File: config.mk
export PLATFORM = sky130hd
export DESIGN_NAME = fifo_rd_streamer
export DESIGN_NICKNAME = d
export VERILOG_FILES = /design/src/rtl/fifo_rd_pkg.sv /design/src/rtl/fifo_rd_skid.sv /design/src/rtl/fifo_rd_streamer.sv
export SDC_FILE = /design/constraint.sdc
export NUM_CORES = 1
export LEC_CHECK = 0
export ABC_AREA = 1
export CAP_MARGIN = 20
export CORE_MARGIN = 2
export CORE_UTILIZATION = 50
export CTS_CLUSTER_SIZE = 25
export DETAILED_ROUTE_END_ITERATION = 8
export MAX_ROUTING_LAYER = met4
export PLACE_DENSITY_LB_ADDON = 0.08
export REMOVE_ABC_BUFFERS = 1
export SYNTH_ARGS = -nofsm -noshare
export SYNTH_HDL_FRONTEND = slang
export SYNTH_SLANG_ARGS = --single-unit
File: constraint.sdc
create_clock -name clk -period 3.1 [get_ports clk]
set_clock_uncertainty 0.1 [all_clocks]
set_input_delay 0.465 -clock clk [delete_from_list [all_inputs] [get_ports clk]]
set_output_delay 0.465 -clock clk [all_outputs]
set_load 0.1 [all_outputs]
File: src/rtl/fifo_rd_pkg.sv
// Shared definitions for the FIFO read streamer: controller states and
// default parameter values.
package fifo_rd_pkg;

  typedef enum logic [1:0] {
    IDLE  = 2'd0,
    RUN   = 2'd1,
    FLUSH = 2'd2
  } state_e;

  localparam int unsigned DEF_DATA_W    = 8;
  localparam int unsigned DEF_RD_LAT    = 1;
  localparam int unsigned DEF_BUF_DEPTH = 4;
  localparam int unsigned DEF_PKT_LEN   = 16;

endpackage

File: src/rtl/fifo_rd_skid.sv
// Circular landing buffer with a registered head entry; the caller guarantees
// it never pushes into a full buffer.
module fifo_rd_skid #(
  parameter int unsigned WIDTH = 8,
  parameter int unsigned DEPTH = 4
) (
  input  logic                         clk,
  input  logic                         reset,
  input  logic                         push_i,
  input  logic [WIDTH-1:0]             push_data_i,
  input  logic                         pop_i,
  output logic [WIDTH-1:0]             head_o,
  output logic [$clog2(DEPTH+1)-1:0]   occ_o
);

  localparam int unsigned PTR_W = (DEPTH > 1) ? $clog2(DEPTH) : 1;
  localparam int unsigned OCC_W = $clog2(DEPTH+1);

  logic [WIDTH-1:0] mem_q [DEPTH];
  logic [PTR_W-1:0] rd_q, rd_d, wr_q, wr_d;
  logic [OCC_W-1:0] occ_q, occ_d;
  logic [WIDTH-1:0] head_q, head_d;
  logic             pop_ok;

  function automatic logic [PTR_W-1:0] nxt(input logic [PTR_W-1:0] p);
    return (p == PTR_W'(DEPTH-1)) ? '0 : p + 1'b1;
  endfunction

  always_comb begin
    pop_ok = pop_i && (occ_q != '0);
    rd_d   = pop_ok ? nxt(rd_q) : rd_q;
    wr_d   = push_i ? nxt(wr_q) : wr_q;
    occ_d  = occ_q;
    if (push_i && !pop_ok)      occ_d = occ_q + 1'b1;
    else if (!push_i && pop_ok) occ_d = occ_q - 1'b1;
    // A byte pushed into the slot that becomes the head bypasses storage.
    head_d = (push_i && (wr_q == rd_d)) ? push_data_i : mem_q[rd_d];
  end

  always_ff @(posedge clk) begin
    if (reset) begin
      rd_q   <= '0;
      wr_q   <= '0;
      occ_q  <= '0;
      head_q <= '0;
    end else begin
      rd_q   <= rd_d;
      wr_q   <= wr_d;
      occ_q  <= occ_d;
      head_q <= head_d;
    end
  end

  always_ff @(posedge clk) begin
    if (push_i) mem_q[wr_q] <= push_data_i;
  end

  assign head_o = head_q;
  assign occ_o  = occ_q;

endmodule

File: src/rtl/fifo_rd_streamer.sv
// Pulls bytes from a fixed-latency FIFO read port under credit control and
// streams them out as valid/ready packets of PKT_LEN bytes.
module fifo_rd_streamer
  import fifo_rd_pkg::*;
#(
  parameter int unsigned DATA_W    = DEF_DATA_W,
  parameter int unsigned RD_LAT    = DEF_RD_LAT,
  parameter int unsigned BUF_DEPTH = DEF_BUF_DEPTH,
  parameter int unsigned PKT_LEN   = DEF_PKT_LEN
) (
  input  logic              clk,
  input  logic              reset,
  input  logic              i_enable,
  output logic              o_rden,
  input  logic              i_empty,
  input  logic [DATA_W-1:0] i_rdata,
  output logic              m_valid,
  input  logic              m_ready,
  output logic [DATA_W-1:0] m_data,
  output logic              m_last,
  output logic              o_busy,
  output logic [15:0]       o_pkt_cnt
);

  localparam int unsigned CNT_W = $clog2(BUF_DEPTH+1);
  localparam int unsigned IDX_W = (PKT_LEN > 1) ? $clog2(PKT_LEN) : 1;
  localparam logic [IDX_W-1:0] LAST_IDX = IDX_W'(PKT_LEN-1);

  state_e             state_q, state_d;
  logic [CNT_W-1:0]   infl_q, infl_d;
  logic [CNT_W-1:0]   occ;
  logic [RD_LAT-1:0]  land_pipe_q;
  logic [IDX_W-1:0]   idx_q, idx_d;
  logic [15:0]        pkt_q, pkt_d;
  logic               land, xfer;

  assign land = land_pipe_q[RD_LAT-1];

  always_comb begin
    state_d = state_q;
    case (state_q)
      IDLE:    if (i_enable) state_d = RUN;
      RUN:     if (!i_enable) state_d = FLUSH;
      FLUSH:   if ((infl_q == '0) && (occ == '0)) state_d = IDLE;
      default: state_d = IDLE;
    endcase
  end

  // Credits count both buffered and in-flight bytes, so every landed byte has a slot.
  assign o_rden = (state_q == RUN) && !i_empty &&
                  (((CNT_W+1)'(infl_q) + (CNT_W+1)'(occ)) < (CNT_W+1)'(BUF_DEPTH));

  always_comb begin
    infl_d = infl_q;
    if (o_rden && !land)      infl_d = infl_q + 1'b1;
    else if (!o_rden && land) infl_d = infl_q - 1'b1;
  end

  assign m_valid = (occ != '0);
  assign m_last  = m_valid && (idx_q == LAST_IDX);
  assign xfer    = m_valid && m_ready;
  assign o_busy  = (state_q != IDLE);

  always_comb begin
    idx_d = idx_q;
    pkt_d = pkt_q;
    if (xfer) begin
      idx_d = m_last ? '0 : idx_q + 1'b1;
      if (m_last) pkt_d = pkt_q + 16'd1;
    end
  end

  always_ff @(posedge clk) begin
    if (reset) begin
      state_q     <= IDLE;
      infl_q      <= '0;
      land_pipe_q <= '0;
      idx_q       <= '0;
      pkt_q       <= '0;
    end else begin
      state_q     <= state_d;
      infl_q      <= infl_d;
      land_pipe_q <= (land_pipe_q << 1) | RD_LAT'(o_rden);
      idx_q       <= idx_d;
      pkt_q       <= pkt_d;
    end
  end

  fifo_rd_skid #(
    .WIDTH (DATA_W),
    .DEPTH (BUF_DEPTH)
  ) u_skid (
    .clk         (clk),
    .reset       (reset),
    .push_i      (land),
    .push_data_i (i_rdata),
    .pop_i       (xfer),
    .head_o      (m_data),
    .occ_o       (occ)
  );

  assign o_pkt_cnt = pkt_q;

endmodule

==> results.py <==
metrics = {
    "synth": {
        "avgSynthCellArea_um2": 8.77,
        "synth.yosys.warnings": 0,
        "synth_edf_count": 32,
        "synthFlopType": "dfxtp_1",
        "synthCells": 403,
        "yosysTopAreaCell": "edfxtp_1",
        "syn_area_mm2": 0.00354,
        "synth_top_area_share_pct": 27.2,
        "async_flop_share_pct": 0,
        "ys_types": 34,
        "ys_ff_latch": 73,
        "seq_area_frac_synth_pct": 50.4,
        "synth_area_leaders": "edfxtp_1 (27%), dfxtp_1 (23%), inv_1 (7.9%), nand2_1 (7.1%), nand3_1 (4.7%)",
    },
    "layout": {
        "drive_above_1_share_pct": 15.5,
        "syn2layout_area_growth_pct": 17.8,
        "fillerInstances": 640,
        "final_net_count": 474,
        "antenna_cells": 0,
        "final_cells": 549,
        "design_area_mm2": 0.00416,
    },
    "clocking": {
        "clock_path_buffers": 2,
        "cts_buffers": 9,
        "cts_sinks": 73,
        "ctsHtreeMaxLevel": 3,
        "cts_setup_buffers": 0,
        "clkLatencyLatePin_ns": 0.34,
        "clk_pin_slew_ns": 0.07,
        "hold_buffers": 0,
        "cts.repair.resized": 0,
        "root_buffer": "clkbuf_8",
        "tritoncts": "done",
    },
    "floorplan": {
        "placementRows": 30,
        "fp.dieW_um": 88.1,
        "start_util_pct": 51.8,
        "die_area_mm2": 0.00776,
        "ios": 41,
        "die_h_um": 88.1,
        "core_area_mm2": 0.00683,
    },
    "placement": {
        "place_congestion": 0.814,
        "dp_hpwl_um": 4630,
        "dp_slack_ns": 0.577,
        "dpl_cell_area_mm2": 0.00394,
        "dp_cells": 533,
        "numPortBuffers": 40,
    },
    "critical_path": {
        "cp-start-kind": "flip-flop",
        "end_kind": "flip-flop",
        "critPathKind": "reg2reg",
        "arrival_ns": 2.59,
        "required_ns": 3.22,
        "crit_fanout": 4,
    },
    "timing": {
        "rsz0062_at_grt": "no",
        "fin_crit_ns": 2.47,
        "slew_violations": 0,
        "finalSetupViolations": 0,
        "finalHoldViolCount": 0,
        "slew_headroom_pct": 48.6,
        "worst_pin_slew_ns": 0.770,
        "postLayoutSetupSlackWorst_ns": 0.631,
        "max_clock_freq_ghz": 0.405,
        "fin_crit_sh_pct": 79.7,
    },
    "min_path": {
        "hold_path.class": "reg2reg",
    },
    "route": {
        "via_per_inst": 4.86,
        "route.vias.total": 2666,
        "first_pass_iters": 4,
        "detail-route-antenna-nets": 0,
        "drc": 0,
        "drtIter0Drc": 123,
        "post_drt_wl_per_cell_um": 12.3,
        "drt_wl_total_um": 6780,
    },
    "grt": {
        "antenna_found_initial": 0,
        "grt_pass1_wl_um": 11500,
        "first_global_vias": 2492,
        "grt_max_degree": 25,
        "grt-ovfl-total": 0,
        "grt_usage_pct": 19.7,
    },
    "power": {
        "ir_drop_uv": 443,
        "power.leakage_nw": 1.85,
        "power.density_mw_per_mm2": 831,
    },
    "flow_run": {
        "max_cap_violations": 0,
    },
    "outcome": {
        "status": "finished clean",
    },
}
## layout by cell type, fill, tap and decap left out, types with 2 or more instances in the layout
| cell | synthesis | layout |
|---|---|---|
| nor2_8 | 2 | 2 |
| nand2_1 | 67 | 67 |
| buf_4 | 1 | 29 |
| nand2_4 | 9 | 9 |
| clkdlybuf4s50_1 | 0 | 12 |
| nor2_4 | 3 | 3 |
| nand3_1 | 33 | 33 |
| ha_1 | 11 | 11 |
| inv_2 | 2 | 2 |
| clkbuf_8 | 0 | 11 |
| bufinv_16 | 0 | 2 |
| or2_2 | 2 | 2 |
| dfxtp_1 | 41 | 41 |
| clkbuf_1 | 3 | 2 |
| edfxtp_1 | 32 | 32 |
| a21oi_1 | 28 | 28 |
| nand4_1 | 4 | 4 |
| xor2_1 | 3 | 3 |
| nor2_1 | 37 | 37 |
| inv_1 | 74 | 74 |
| nor2_2 | 2 | 2 |
| nor3_1 | 12 | 12 |
| fa_1 | 2 | 2 |
| o21ai_0 | 14 | 14 |
| o21ai_1 | 9 | 9 |
## registers in the layout, indices dropped and copies added, names as in the netlist
signal / cells
u_skid.mem_q: 32
idx_q: 4
state_q: 2
o_pkt_cnt: 16
u_skid.occ_o: 3
u_skid.wr_q: 2
land: 1
u_skid.rd_q: 2
u_skid.head_o: 8
infl_q: 3
## Yosys cell counts, types with 2 or more instances
library cell / number
inv_1: 74
nand2_1: 67
nand2_4: 9
nor2_4: 3
inv_2: 2
or2_2: 2
a21oi_1: 28
clkbuf_1: 3
dfxtp_1: 41
o21ai_0: 14
xor2_1: 3
nor2_1: 37
nor3_1: 12
edfxtp_1: 32
nor2_2: 2
nor2_8: 2
nand4_1: 4
nand3_1: 33
ha_1: 11
o21ai_1: 9
fa_1: 2
## critical path, cell delays in order (launching register included)
cell	delay, ns
dfxtp_1	0.43
ha_1	0.27
a311o_1	0.36
nor2_1	0.14
ha_1	0.16
inv_1	0.07
fa_1	0.37
a21oi_1	0.14
o21ai_0	0.11
o21ai_0	0.15
a21oi_1	0.06
## final timing paths
path,start,end,slack (ns),cells past startpoint
worst max-delay path,u_skid.occ_o[1]$_SDFFE_PP0P_,infl_q[2]$_SDFFE_PP0P_,0.63,10
worst min-delay path,o_pkt_cnt[10]$_SDFFE_PP0P_,o_pkt_cnt[10]$_SDFFE_PP0P_,0.36,2
worst max register to register,u_skid.occ_o[1]$_SDFFE_PP0P_,infl_q[2]$_SDFFE_PP0P_,0.63,10
worst min register to register,o_pkt_cnt[10]$_SDFFE_PP0P_,o_pkt_cnt[10]$_SDFFE_PP0P_,0.36,2
## stage by stage
| step | util, % | hold WS (ns) | TNS [ns] | total power [mW] |
|---|---|---|---|---|
| 3_5_place_dp | 57.7 | 0.356 | 0 | 2.65 |
| 3_3_place_gp | 57.7 | 0.352 | 0 | 2.63 |
| 4_1_cts | 61.0 | 0.367 | 0 | 3.48 |
| 2_1_floorplan | - | 0.330 | -1.03 | 2.34 |
| 6_report | 61.0 | 0.364 | 0 | 3.46 |
| 5_1_grt | 61.0 | 0.404 | 0 | 3.66 |
## routing by layer
metal  GRT usage (%)  wire [um]  up-vias  part of all wire, %
li1                -          -     1391                    -
met2            31.3       3200       53                   47
met4            7.02         79        0                  1.2
met5               -          0        -                    0
met1            25.7       3290     1214                   48
met3            3.20        218        8                  3.2
## kinds of logic (layout without fill, tap and decap cells)
kind of cell	Yosys count	count (layout)	synth area share, %
flops	73	73	50.4
xor+xnor	3	3	0.743
buf+inv	84	134	9.84
simple gates	177	177	26.3
compound gates	53	53	7.75
fa+ha+maj	13	13	5.02
## layout make-up
cell class                 count  area [um^2]  share of cell area [%]
timing repair buffer          41          338                    8.11
inverter                      77          294                    7.06
clock inverter                 3         65.1                    1.56
sequential                    73         1780                    42.8
multi-input combinational    246         1410                    33.8
clock buffer                  13          159                    3.82
tap                           96          120                    2.88
## power breakdown
part	total (mW)	internal (mW)	leakage (nW)	switching (mW)
sequential	1.18	1.11	0.623	0.0699
clock	0.835	0.497	0.114	0.338
combinational	1.45	0.364	1.11	1.08
Power figures use the tool's default switching activity.
==> variant, RTL diff (same settings) <==
The 3 states of `state_e` get a one-hot encoding in 3 bits.
--- a/src/rtl/fifo_rd_pkg.sv
+++ b/src/rtl/fifo_rd_pkg.sv
@@ -2,10 +2,10 @@
 // default parameter values.
 package fifo_rd_pkg;
 
-  typedef enum logic [1:0] {
-    IDLE  = 2'd0,
-    RUN   = 2'd1,
-    FLUSH = 2'd2
+  typedef enum logic [2:0] {
+    IDLE  = 3'b001,
+    RUN   = 3'b010,
+    FLUSH = 3'b100
   } state_e;
 
   localparam int unsigned DEF_DATA_W    = 8;
Behaviour: no difference found for any inputs over 10 cycles, from zero or initial values and one cycle with reset high; not proved beyond that.
==> variant against the unedited design <==
Largest cell class unchanged. Worst setup slack better by 67 ps. Largest power group unchanged. Routed wire length grew 3.3%. Highest routed layer unchanged. Critical path depth increased by 1. Count of clock-buffer cells in the layout is 1 lower. Final area up 2.2%. Power down 8.5%. Synthesized area up 2.1%. Sequential cell count is 1 higher. Maximum frequency up 2.8%.
==> variant: results (changes against the unedited design) <==
DRT iter0 DRCs=91 (-26%); critical path data arrival time=2540 ps (-50 ps); overall fraction of global-route tracks in use=20.4% (+0.65 points); VDD IR-drop max=0.290 mV (-35%); count of distinct cell types in the synthesized netlist=36 (+5.9%); count of warnings emitted by yosys=0 (unchanged); fraction of the yosys area taken by sequential cells=49.9% (-0.48 points); number of global-route vias before repair=2550 (+2.3%); delay of the slowest critical-path stage=380 ps (-50 ps); wire length of the first global-routing pass=11900 um (+3.4%); largest cells by area after synthesis=edfxtp_1 27%, dfxtp_1 23%, inv_1 7.9%, nand2_1 7.6%, nand3_1 4.9%; TritonCTS buffer count=9 (unchanged); Total Wirelength=7010 um (+3.3%); fillcell total=638 (-0.31%); cells resized by post-CTS repair=0 (unchanged); Leak=0.00182 uW (-1.8%); drt pass-1 iters=4 (unchanged); Routability Congestion=0.767 (-5.7%); antenna violations before repair=0 (unchanged); cell at the root of the clock tree=clkbuf_8; Main synth FF type=dfxtp_1; Net Switching=1300 uW (-12%); max FFs per register=32 (unchanged); proportion of layout cells with a drive suffix above 1=15.0% (-0.41 points); relative slew slack=45.6% (-2.9 points); top post-synthesis cells by count=76 x inv_1, 73 x nand2_1, 42 x dfxtp_1; setup slack after placement=403 ps (-174 ps); result of the run=completed; number of synthesized flops with an enable pin=32 (unchanged); half-perimeter wire length after detailed placement=4800 um (+3.9%); CTS HTree Levels=3 (unchanged); Inserted Diodes=0 (unchanged); largest register by flop count=u_skid.mem_q; slowest stage cell, crit path=fa_1; pin count of the biggest net entering global routing=27 (+8.0%); Post-layout nets=493 (+4.0%); count of vias placed by the detailed router=2729 (+2.4%)
-- variant: power groups by stage --
stage	logic, uW	clock network (uW)	registers (uW)
finish	1180	839	1140
global route	1290	903	1150
CTS	1190	860	1140
detailed placement	1190	0	1160
global placement	1180	0	1160
floorplan	640	0	1450
-- variant: final timing paths --
path / endpoint / cells after the start / startpoint / slack, ps
min: idx_q[1] / 2 / idx_q[1] / 370
max: infl_q[2] / 11 / u_skid.occ_o[1] / 700
min reg2reg: idx_q[1] / 2 / idx_q[1] / 370
max reg2reg: infl_q[2] / 11 / u_skid.occ_o[1] / 700
-- variant: metrics by stage --
stage	TNS, ps	hold slack, ps	std cells	total power (uW)	area, sq um
after detailed placement	0	366	552	2350	4030
after floorplan	-3300	343	414	2090	3550
after CTS	0	377	568	3190	4260
final	0	372	568	3160	4260
after global placement	0	356	552	2340	4030
after global routing	0	410	568	3350	4260
-- variant: cell families (layout without fill, tap and decap cells) --
group | count (synthesis) | after routing | synth area share, %
flops | 74 | 74 | 49.9
fa+ha+maj | 13 | 13 | 4.92
simple gates | 188 | 188 | 25.9
xor+xnor | 3 | 3 | 0.728
buf+inv | 86 | 136 | 9.98
compound gates | 58 | 58 | 8.56
-- variant: critical path: cells and delay by family, from the launching register on --
family | cells | cell delay (ps)
flops | 1 | 370
compound gates | 4 | 470
buf+inv | 1 | 70
simple gates | 3 | 500
fa+ha+maj | 3 | 770
-- variant: layout make-up --
type	count	share of cell area, %
sequential	74	42.3
multi-input combinational	262	34.0
timing repair buffer	42	8.41
inverter	78	7.00
clock buffer	12	4.17
tap	96	2.82
clock inverter	4	1.26
-- variant: per-layer routing --
layer / global-route usage, % / part of all wire (%) / vias up
li1: - / - / 1448
met1: 26.2 / 47 / 1228
met2: 32.0 / 47 / 42
met3: 4.89 / 4.4 / 11
met4: 6.51 / 1.5 / 0
met5: - / 0 / -
